**config.mk**
```make
export PLATFORM = sky130hd
export DESIGN_NAME = gate_share_arbiter
export DESIGN_NICKNAME = d
export VERILOG_FILES = /design/src/rtl/gate_share_arbiter.sv
export SDC_FILE = /design/constraint.sdc
export NUM_CORES = 1
export LEC_CHECK = 0
export ABC_CLOCK_PERIOD_IN_PS = 8600
export CAP_MARGIN = 10
export CORE_MARGIN = 3
export CORE_UTILIZATION = 45
export CTS_CLUSTER_DIAMETER = 120
export DETAILED_ROUTE_END_ITERATION = 8
export GPL_TIMING_DRIVEN = 0
export PLACE_DENSITY_LB_ADDON = 0.3
export REMOVE_ABC_BUFFERS = 1
export SLEW_MARGIN = 20
export SYNTH_ARGS = -nofsm -noshare
export SYNTH_HDL_FRONTEND = slang
export SYNTH_SLANG_ARGS = --single-unit
```
**constraint.sdc**
```tcl
create_clock -name clk -period 8.6 [get_ports clk]
set_clock_uncertainty 0.1 [all_clocks]
set_input_delay 2.58 -clock clk [delete_from_list [all_inputs] [get_ports clk]]
set_output_delay 2.58 -clock clk [all_outputs]
set_load 0.05 [all_outputs]
```
**src/rtl/gate_share_arbiter.sv**
```systemverilog
// Round-robin arbiter sharing one registered bitwise gate unit among NREQ requesters.
// Define GATE_ARB_OPSEL_EN to add a per-requester req_op port selecting OR/AND/XOR/NOR.
module gate_share_arbiter #(
  parameter int NREQ  = 4,
  parameter int WIDTH = 8,
  parameter int IDW   = 2
) (
  input  logic                  clk,
  input  logic                  rst_n,
  input  logic [NREQ-1:0]       req_valid,
  output logic [NREQ-1:0]       req_ready,
  input  logic [NREQ*WIDTH-1:0] req_a,
  input  logic [NREQ*WIDTH-1:0] req_b,
`ifdef GATE_ARB_OPSEL_EN
  input  logic [NREQ*2-1:0]     req_op,
`endif
  output logic                  res_valid,
  input  logic                  res_ready,
  output logic [WIDTH-1:0]      res_data,
  output logic [IDW-1:0]        res_id,
  output logic                  busy
);

  typedef enum logic [1:0] {IDLE, EXEC, RESP} state_t;

  state_t           state, state_d;
  logic [IDW-1:0]   last_grant, cur_id, win_id, idx;
  logic             win_found;
  logic [WIDTH-1:0] op_a, op_b, gate_out;
  logic [WIDTH-1:0] a_arr [NREQ];
  logic [WIDTH-1:0] b_arr [NREQ];
`ifdef GATE_ARB_OPSEL_EN
  logic [1:0]       op_arr [NREQ];
  logic [1:0]       op_sel;
`endif

  always_comb begin
    for (int unsigned i = 0; i < NREQ; i++) begin
      a_arr[i] = req_a[i*WIDTH +: WIDTH];
      b_arr[i] = req_b[i*WIDTH +: WIDTH];
`ifdef GATE_ARB_OPSEL_EN
      op_arr[i] = req_op[i*2 +: 2];
`endif
    end
  end

  // Search starts just past the previous winner and wraps modulo NREQ.
  always_comb begin
    win_found = 1'b0;
    win_id    = '0;
    idx       = '0;
    for (int unsigned k = 1; k <= NREQ; k++) begin
      idx = IDW'((32'(last_grant) + k) % 32'(NREQ));
      if (!win_found && req_valid[idx]) begin
        win_found = 1'b1;
        win_id    = idx;
      end
    end
  end

  always_comb begin
    gate_out = op_a | op_b;
`ifdef GATE_ARB_OPSEL_EN
    case (op_sel)
      2'b01:   gate_out = op_a & op_b;
      2'b10:   gate_out = op_a ^ op_b;
      2'b11:   gate_out = ~(op_a | op_b);
      default: gate_out = op_a | op_b;
    endcase
`endif
  end

  // req_ready is qualified by rst_n so no grant is visible while reset is held.
  always_comb begin
    state_d   = state;
    req_ready = '0;
    case (state)
      IDLE: if (win_found && rst_n) begin
        req_ready[win_id] = 1'b1;
        state_d           = EXEC;
      end
      EXEC: state_d = RESP;
      RESP: if (res_ready) state_d = IDLE;
      default: state_d = IDLE;
    endcase
  end

  always_ff @(posedge clk or negedge rst_n) begin
    if (!rst_n) begin
      state      <= IDLE;
      last_grant <= IDW'(NREQ - 1);
      cur_id     <= '0;
      op_a       <= '0;
      op_b       <= '0;
      res_valid  <= 1'b0;
      res_data   <= '0;
      res_id     <= '0;
`ifdef GATE_ARB_OPSEL_EN
      op_sel     <= '0;
`endif
    end else begin
      state <= state_d;
      case (state)
        IDLE: if (win_found) begin
          op_a   <= a_arr[win_id];
          op_b   <= b_arr[win_id];
          cur_id <= win_id;
`ifdef GATE_ARB_OPSEL_EN
          op_sel <= op_arr[win_id];
`endif
        end
        EXEC: begin
          res_data  <= gate_out;
          res_id    <= cur_id;
          res_valid <= 1'b1;
        end
        RESP: if (res_ready) begin
          res_valid  <= 1'b0;
          last_grant <= cur_id;
        end
        default: ;
      endcase
    end
  end

  assign busy = (state != IDLE);

endmodule

```
==> summary.md, run 1 <==
| Metric | Value |
|---|---|
| #FFs+latches synth | 33 |
| Worst rel slew slack | 31.39% |
| Number of remaining DRC errors | 0 |
| Grt ovf | 0 |
| Reg-to-reg endpoint | op_a[1] |
| R2R Path Start | last_grant[1] |
| Vias in the first global route | 1863 |
| TritonCTS buffer count | 5 |
| Yosys top cell area share | 39.95% |
| Post-synth top cells | dfrtp_1, nand2_1, nor2_1, a41oi_1, o21ai_0 |
| Fillers | 336 |
| CP arrival | 5.52 ns |
| Final Max Tran Viols | 0 |
| Die Y | 71.69 um |
| Most common cell in the netlist | dfrtp_1 |
| Reg-to-reg slack, setup | 6.29 ns |
| Max frequency | 122.0 MHz |
| Yosys warnings | 0 |
| Post-Syn Area per Cell | 9.381 um^2 |
| CP max-delay cell | clkdlybuf4s50_1 |
| Layout area overhead | 49.23% |
| Worst r2r path cells | 4 |
| Hold_buf cts | 0 |
| Setup Viol. Count Final | 0 |
| Number of I/O pins | 87 |
| First-pass iteration count of the detailed router | 4 |
| Via count | 1907 |
| Hold Crit Class | flop to flop |
| Number of synthesized flops with an enable pin | 0 |
| Crit start category | input pin |
| Core ar. | 0.004086 mm^2 |
| Setup TNS | 0 ns |
| Hold-critical path depth | 2 |
| Largest delay share family, worst path | buffers and inverters |
| Max cap viols | 0 |
| Setup Buffers After CTS | 0 |
| Antenna cells | 0 |
| Final nets | 355 |
| Antenna viol nets, final | 0 |
| Worst setup EP type | output pin |
| Final worst slack | 0.4014 ns |
| RSZ-0062 raised after global routing | no |
| PortBufs | 86 |
| Critical Path, Cell by Cell | dlymetal6s2s_1 -> or2_1 -> o31a_1 -> and2_1 -> and4_1 -> clkdlybuf4s50_1 |
| Status | finished clean |
| Pleak | 1.118 nW |
| Hold EP | res_data[2] |
| Fin. Hold Viols | 0 |
| DP Worst Slack | 0.03295 ns |
| Top post-synthesis cells by area | dfrtp_1, a41oi_1, a22oi_2 |
| Starting DRT DRC Count | 124 |
| Cell count after synthesis | 207 |
| WL/cell | 16.88 um |
| VDD IR max | 0.2143 mV |
| Die area | 0.005139 mm^2 |
| Final wirelength | 5655 um |
| Clock root cell | clkbuf_8 |
| Crit Path Class | input pin to output pin |
| CTS Buffer Depth | 2 |
| Initial antenna violation count | 0 |
| Number of vias per cell | 5.693 |
| Synth cell types | 37 |
| Critical Path Max Stage Delay | 0.80 ns |
| Share of cells above drive strength 1 | 12.28% |
| Pwr Density | 326.3 mW/mm^2 |
| Final min period | 8.199 ns |
| CP Max Fanout | 23 |
| CTS Sinks | 33 |
| H-tree level count | 2 |
| Worst hold path startpoint | res_data[2] |
| FF/Latch Area | 828.3 um^2 |
| First-pass GRT wire length | 9239 um |
| Seq/Total Area, Yosys | 42.65% |
| Starting density of the core | 47.52% |
| Tot GR Track Use | 23.30% |
| Post-Synthesis Cell Area | 0.001942 mm^2 |
| Die W | 71.69 um |
| Buf/Inv on CP | 2 |
| Clk_lat worst skew | 0.29 ns |
| Final Cycle Share | 95.33% |
| Hpwl dp | 4020 um |
| Multi-input gate area | 0.001016 mm^2 |
| Routability-driven placement congestion ratio | 0.7896 |
| Most used DFF post-synth | dfrtp_1 |
| Pin count of the biggest net entering global routing | 28 |
| CTS tree | yes |
| Row count | 23 |
| Clock transition at path regs | 0.06 ns |
| Asr flop ratio synth | 100.0% |
| Post-synth top area cell | dfrtp_1 |
| Critical Path RT | 5.92 ns |
| Worst-margin pin slew | 1.029 ns |
==> flip-flops by register name, summed over array words and instances, names as in the netlist <==
name / cells
op_a: 8
op_b: 8
res_data: 8
cur_id: 2
last_grant: 2
res_id: 2
state: 2
res_valid: 1
==> power by group <==
| part | switching (W) | internal [W] |
|---|---|---|
| clock network | 0.0000558 | 0.0000560 |
| logic | 0.000321 | 0.000214 |
| registers | 0.0000584 | 0.000240 |
==> layout make-up <==
class / count / share of cell area, %
clock inverters: 2 / 0.3454
flip-flops and latches: 33 / 28.58
clock buffers: 6 / 2.504
inverters: 5 / 0.6477
well taps: 50 / 2.159
multi-input cells: 151 / 35.06
repair buffers: 88 / 30.70
==> logic make-up after synthesis <==
| kind of cell | share of synthesized area (%) |
|---|---|
| simple gates | 15.14 |
| buf+inv | 6.185 |
| xor+xnor | 0.8379 |
| flops | 42.65 |
| compound gates | 32.86 |
| mux | 2.319 |
==> worst reg2reg max path, cell delays in order (launching register included) <==
cell and delay [ns]:
dfstp_2 0.67, nand2b_1 0.16, a221oi_4 0.89, a22oi_1 0.21, a31oi_1 0.19
==> what timing repair did <==
action | in CTS | in global routing
endpoints found under the setup margin | 0 | 2
resized for setup | 0 | 2
hold endpoints to repair | 0 | 0
==> stage by stage <==
| step | hold WS, ns | total power, W | utilization (%) | cell area (um^2) | instances |
|---|---|---|---|---|---|
| 6_report | 0.3812 | 0.0009456 | 70.91 | 2898 | 335 |
| 2_1_floorplan | 0.3637 | 0.0006484 | - | 1841 | 189 |
| 5_1_grt | 0.4138 | 0.001012 | 70.91 | 2898 | 335 |
| 3_5_place_dp | 0.3698 | 0.0008366 | 68.62 | 2804 | 327 |
| 3_3_place_gp | 0.3599 | 0.0008139 | 67.64 | 2764 | 325 |
| 4_1_cts | 0.3851 | 0.0009491 | 70.64 | 2887 | 335 |
==> placed cells by master, fill, tap and decap left out, types with 2 or more instances in the layout <==
cell	count
a22oi_1	7
o21ai_2	2
a31oi_2	3
a31oi_1	13
clkbuf_8	5
nand2b_1	4
nand3b_1	2
inv_1	4
clkinv_2	2
clkdlybuf4s50_1	84
dfrtp_1	31
o21ai_0	15
a22oi_2	9
nor2_1	26
nand2_1	28
a41oi_1	16
dfstp_2	2
mux2_2	4
and3_1	3
a21oi_1	4
==> worst max-delay path by stage <==
stage	from	end	slack, ns	cells after the start
floorplan	req_valid[3]	req_ready[0]	1.93	3
global placement	req_valid[2]	req_ready[0]	0.09	5
detailed placement	req_valid[2]	req_ready[0]	0.03	5
CTS	req_valid[2]	req_ready[0]	0.04	5
global route	req_valid[2]	req_ready[2]	0.24	6
finish	req_valid[2]	req_ready[2]	0.40	6
==> metal layers <==
layer | up-vias | routed length, um | global-route usage, %
li1 | 927 | - | -
met1 | 896 | 2385 | 31.41
met2 | 73 | 2748 | 37.45
met3 | 11 | 399 | 3.366
met4 | 0 | 121 | 9.812
met5 | - | 0 | 0
(Power assumes the default switching activity.)
==> run 2: changes to the inputs <==
- CAP_MARGIN: 10 -> 20
- SLEW_MARGIN: 20 -> not set
==> summary.md, run 2 (synthesized netlist as in run 1, its figures left out) <==
| Metric | Value |
|---|---|
| Biggest regs | op_a (8), op_b (8), res_data (8) (unchanged) |
| VDD IR max | 0.1838 mV (was 0.2143 mV) |
| Critical Path Max Stage Delay | 0.80 ns (about the same) |
| Die area | 0.005139 mm^2 (unchanged) |
| Pin count of the biggest net entering global routing | 38 (was 28) |
| Final nets | 354 (was 355) |
| Worst r2r path cells | 4 (unchanged) |
| Fin. Hold Viols | 0 (unchanged) |
| Via count | 1932 (was 1907) |
| Critical Path, Cell by Cell | dlymetal6s2s_1 -> or2_1 -> o31a_1 -> and2_1 -> and4_1 -> clkdlybuf4s50_1 (unchanged) |
| Starting DRT DRC Count | 128 (was 124) |
| WL/cell | 16.93 um (was 16.88 um) |
| CP arrival | 5.52 ns (about the same) |
| Crit start category | input pin (unchanged) |
| Multi-input gate area | 0.001007 mm^2 (was 0.001016 mm^2) |
| Worst rel slew slack | 31.32% (was 31.39%) |
| Starting density of the core | 47.52% (unchanged) |
| First-pass GRT wire length | 8935 um (was 9239 um) |
| CTS Buffer Depth | 2 (unchanged) |
| Initial antenna violation count | 0 (unchanged) |
| Hpwl dp | 3930 um (was 4020 um) |
| Hold Crit Class | flop to flop (unchanged) |
| PortBufs | 86 (unchanged) |
| WL met2 | 2800 um (was 2748 um) |
| Clock root cell | clkbuf_8 (unchanged) |
| Max frequency | 122.0 MHz (about the same) |
| Number of remaining DRC errors | 0 (unchanged) |
| Final Cycle Share | 95.34% (was 95.33%) |
| Reg-to-reg slack, setup | 6.28 ns (was 6.29 ns) |
| Share of cells above drive strength 1 | 12.32% (was 12.28%) |
| Antenna viol nets, final | 0 (unchanged) |
| Clk_lat worst skew | 0.29 ns (about the same) |
| Hold-critical path depth | 2 (unchanged) |
| Die W | 71.69 um (unchanged) |
| Crit Path Class | input pin to output pin (unchanged) |
| Worst-margin pin slew | 1.030 ns (was 1.029 ns) |
| Pwr Density | 331.9 mW/mm^2 (was 326.3 mW/mm^2) |
| R2R Path Start | last_grant[1] (unchanged) |
| DR WL met3 | 394 um (was 399 um) |
| Worst setup path start | req_valid[2] (unchanged) |
| CP Capture Point | req_ready[2] (unchanged) |
| CP max-delay cell | clkdlybuf4s50_1 (unchanged) |
| DP Worst Slack | 0.04890 ns (was 0.03295 ns) |
| Core ar. | 0.004086 mm^2 (unchanged) |
| Clock transition at path regs | 0.07 ns (was 0.06 ns) |
| Top Layer Used | met4 (unchanged) |
| Final core occ | 70.67% (was 70.91%) |
| Row count | 23 (unchanged) |
| H-tree level count | 2 (unchanged) |
| CP Max Fanout | 23 (unchanged) |
| Tot Pwr | 0.0009584 W (was 0.0009456 W) |
| Die Y | 71.69 um (unchanged) |
| Setup Viol. Count Final | 0 (unchanged) |
| Number of vias per cell | 5.784 (was 5.693) |
| TritonCTS buffer count | 5 (unchanged) |
| Layout area overhead | 48.71% (was 49.23%) |
| Setup Buffers After CTS | 0 (unchanged) |
| Max cap viols | 0 (unchanged) |
| Grt ovf | 0 (unchanged) |
| RSZ-0062 raised after global routing | no (unchanged) |
| CTS Sinks | 33 (unchanged) |
| Final Max Tran Viols | 0 (unchanged) |
| Final wirelength | 5655 um (unchanged) |
| Number of I/O pins | 87 (unchanged) |
| Worst setup EP type | output pin (unchanged) |
| Most frequent cells in the layout | clkdlybuf4s50_1, dfrtp_1, nand2_1 (unchanged) |
| Wl on met1 | 2335 um (was 2385 um) |
| FF/Latch Area | 828.3 um^2 (unchanged) |
| Status | finished clean (unchanged) |
| Routability-driven placement congestion ratio | 0.7896 (unchanged) |
| CTS tree | yes (unchanged) |
| First-pass iteration count of the detailed router | 4 (unchanged) |
| Antenna cells | 0 (unchanged) |
| Tot GR Track Use | 22.68% (was 23.30%) |
| Pleak | 1.117 nW (was 1.118 nW) |
| Reg-to-reg endpoint | op_a[1] (unchanged) |
| Vias in the first global route | 1834 (was 1863) |
| Final min period | 8.199 ns (about the same) |
| Critical Path RT | 5.92 ns (about the same) |
| Fillers | 341 (was 336) |
| Setup TNS | 0 ns (unchanged) |
| Most common cell after layout, fill and taps aside | clkdlybuf4s50_1 (unchanged) |
| Final worst slack | 0.4006 ns (was 0.4014 ns) |
==> run 2: cell types whose count changed in the layout (fill, tap and decap cells not counted) <==
cell	before	now
clkbuf_1	1	0
buf_12	1	0
o31ai_4	1	0
clkinv_2	2	1
o31ai_2	0	1
clkbuf_8	5	7
==> run 2: worst min-delay path by stage <==
stage / from / to
after floorplan: cur_id[0] / cur_id[0]
after global placement: res_data[0] / res_data[0]
after detailed placement: res_data[5] / res_data[5]
after CTS: res_data[5] / res_data[5]
after global routing: res_data[4] / res_data[4]
final: res_data[5] / res_data[5]
==> run 2: critical path: cells and delay by family <==
kind,cells,cell delay (ns)
compound gates,1,0.70
buf+inv,2,1.48
simple gates,3,0.74
==> run 2: metal layers <==
| layer | vias to the layer above | GRT usage (%) |
|---|---|---|
| met5 | - | 0 |
| met1 | 910 | 29.80 |
| met2 | 85 | 37.14 |
| met3 | 11 | 3.647 |
| li1 | 926 | - |
| met4 | 0 | 9.395 |
==> run 2: power breakdown <==
group	internal [W]	switching, W
combinational	0.000212	0.000319
clock	0.0000723	0.0000575
sequential	0.000240	0.0000580
total	0.000524	0.000434
==> run 2: timing repair <==
action / CTS / global route
endpoints found under the setup margin: 0 / 2
hold buffers: 0 / 0
resized for setup: 0 / 2
==> run 2: cell type report <==
type,count,share of cell area (%)
Clock buffer,7,3.336
Clock inverter,1,0.1733
Inverter,5,0.6499
Multi-Input combinational cell,151,34.88
Sequential cell,33,28.68
Tap cell,50,2.166
Timing Repair Buffer,87,30.11
==> run 2: stage by stage <==
| stage | hold WS (ns) | std cells | area, um^2 |
|---|---|---|---|
| after floorplan | 0.3637 | 189 | 1841 |
| after global placement | 0.3599 | 325 | 2764 |
| after detailed placement | 0.3694 | 326 | 2775 |
| after CTS | 0.3854 | 334 | 2877 |
| after global routing | 0.4143 | 334 | 2888 |
| final | 0.3813 | 334 | 2888 |
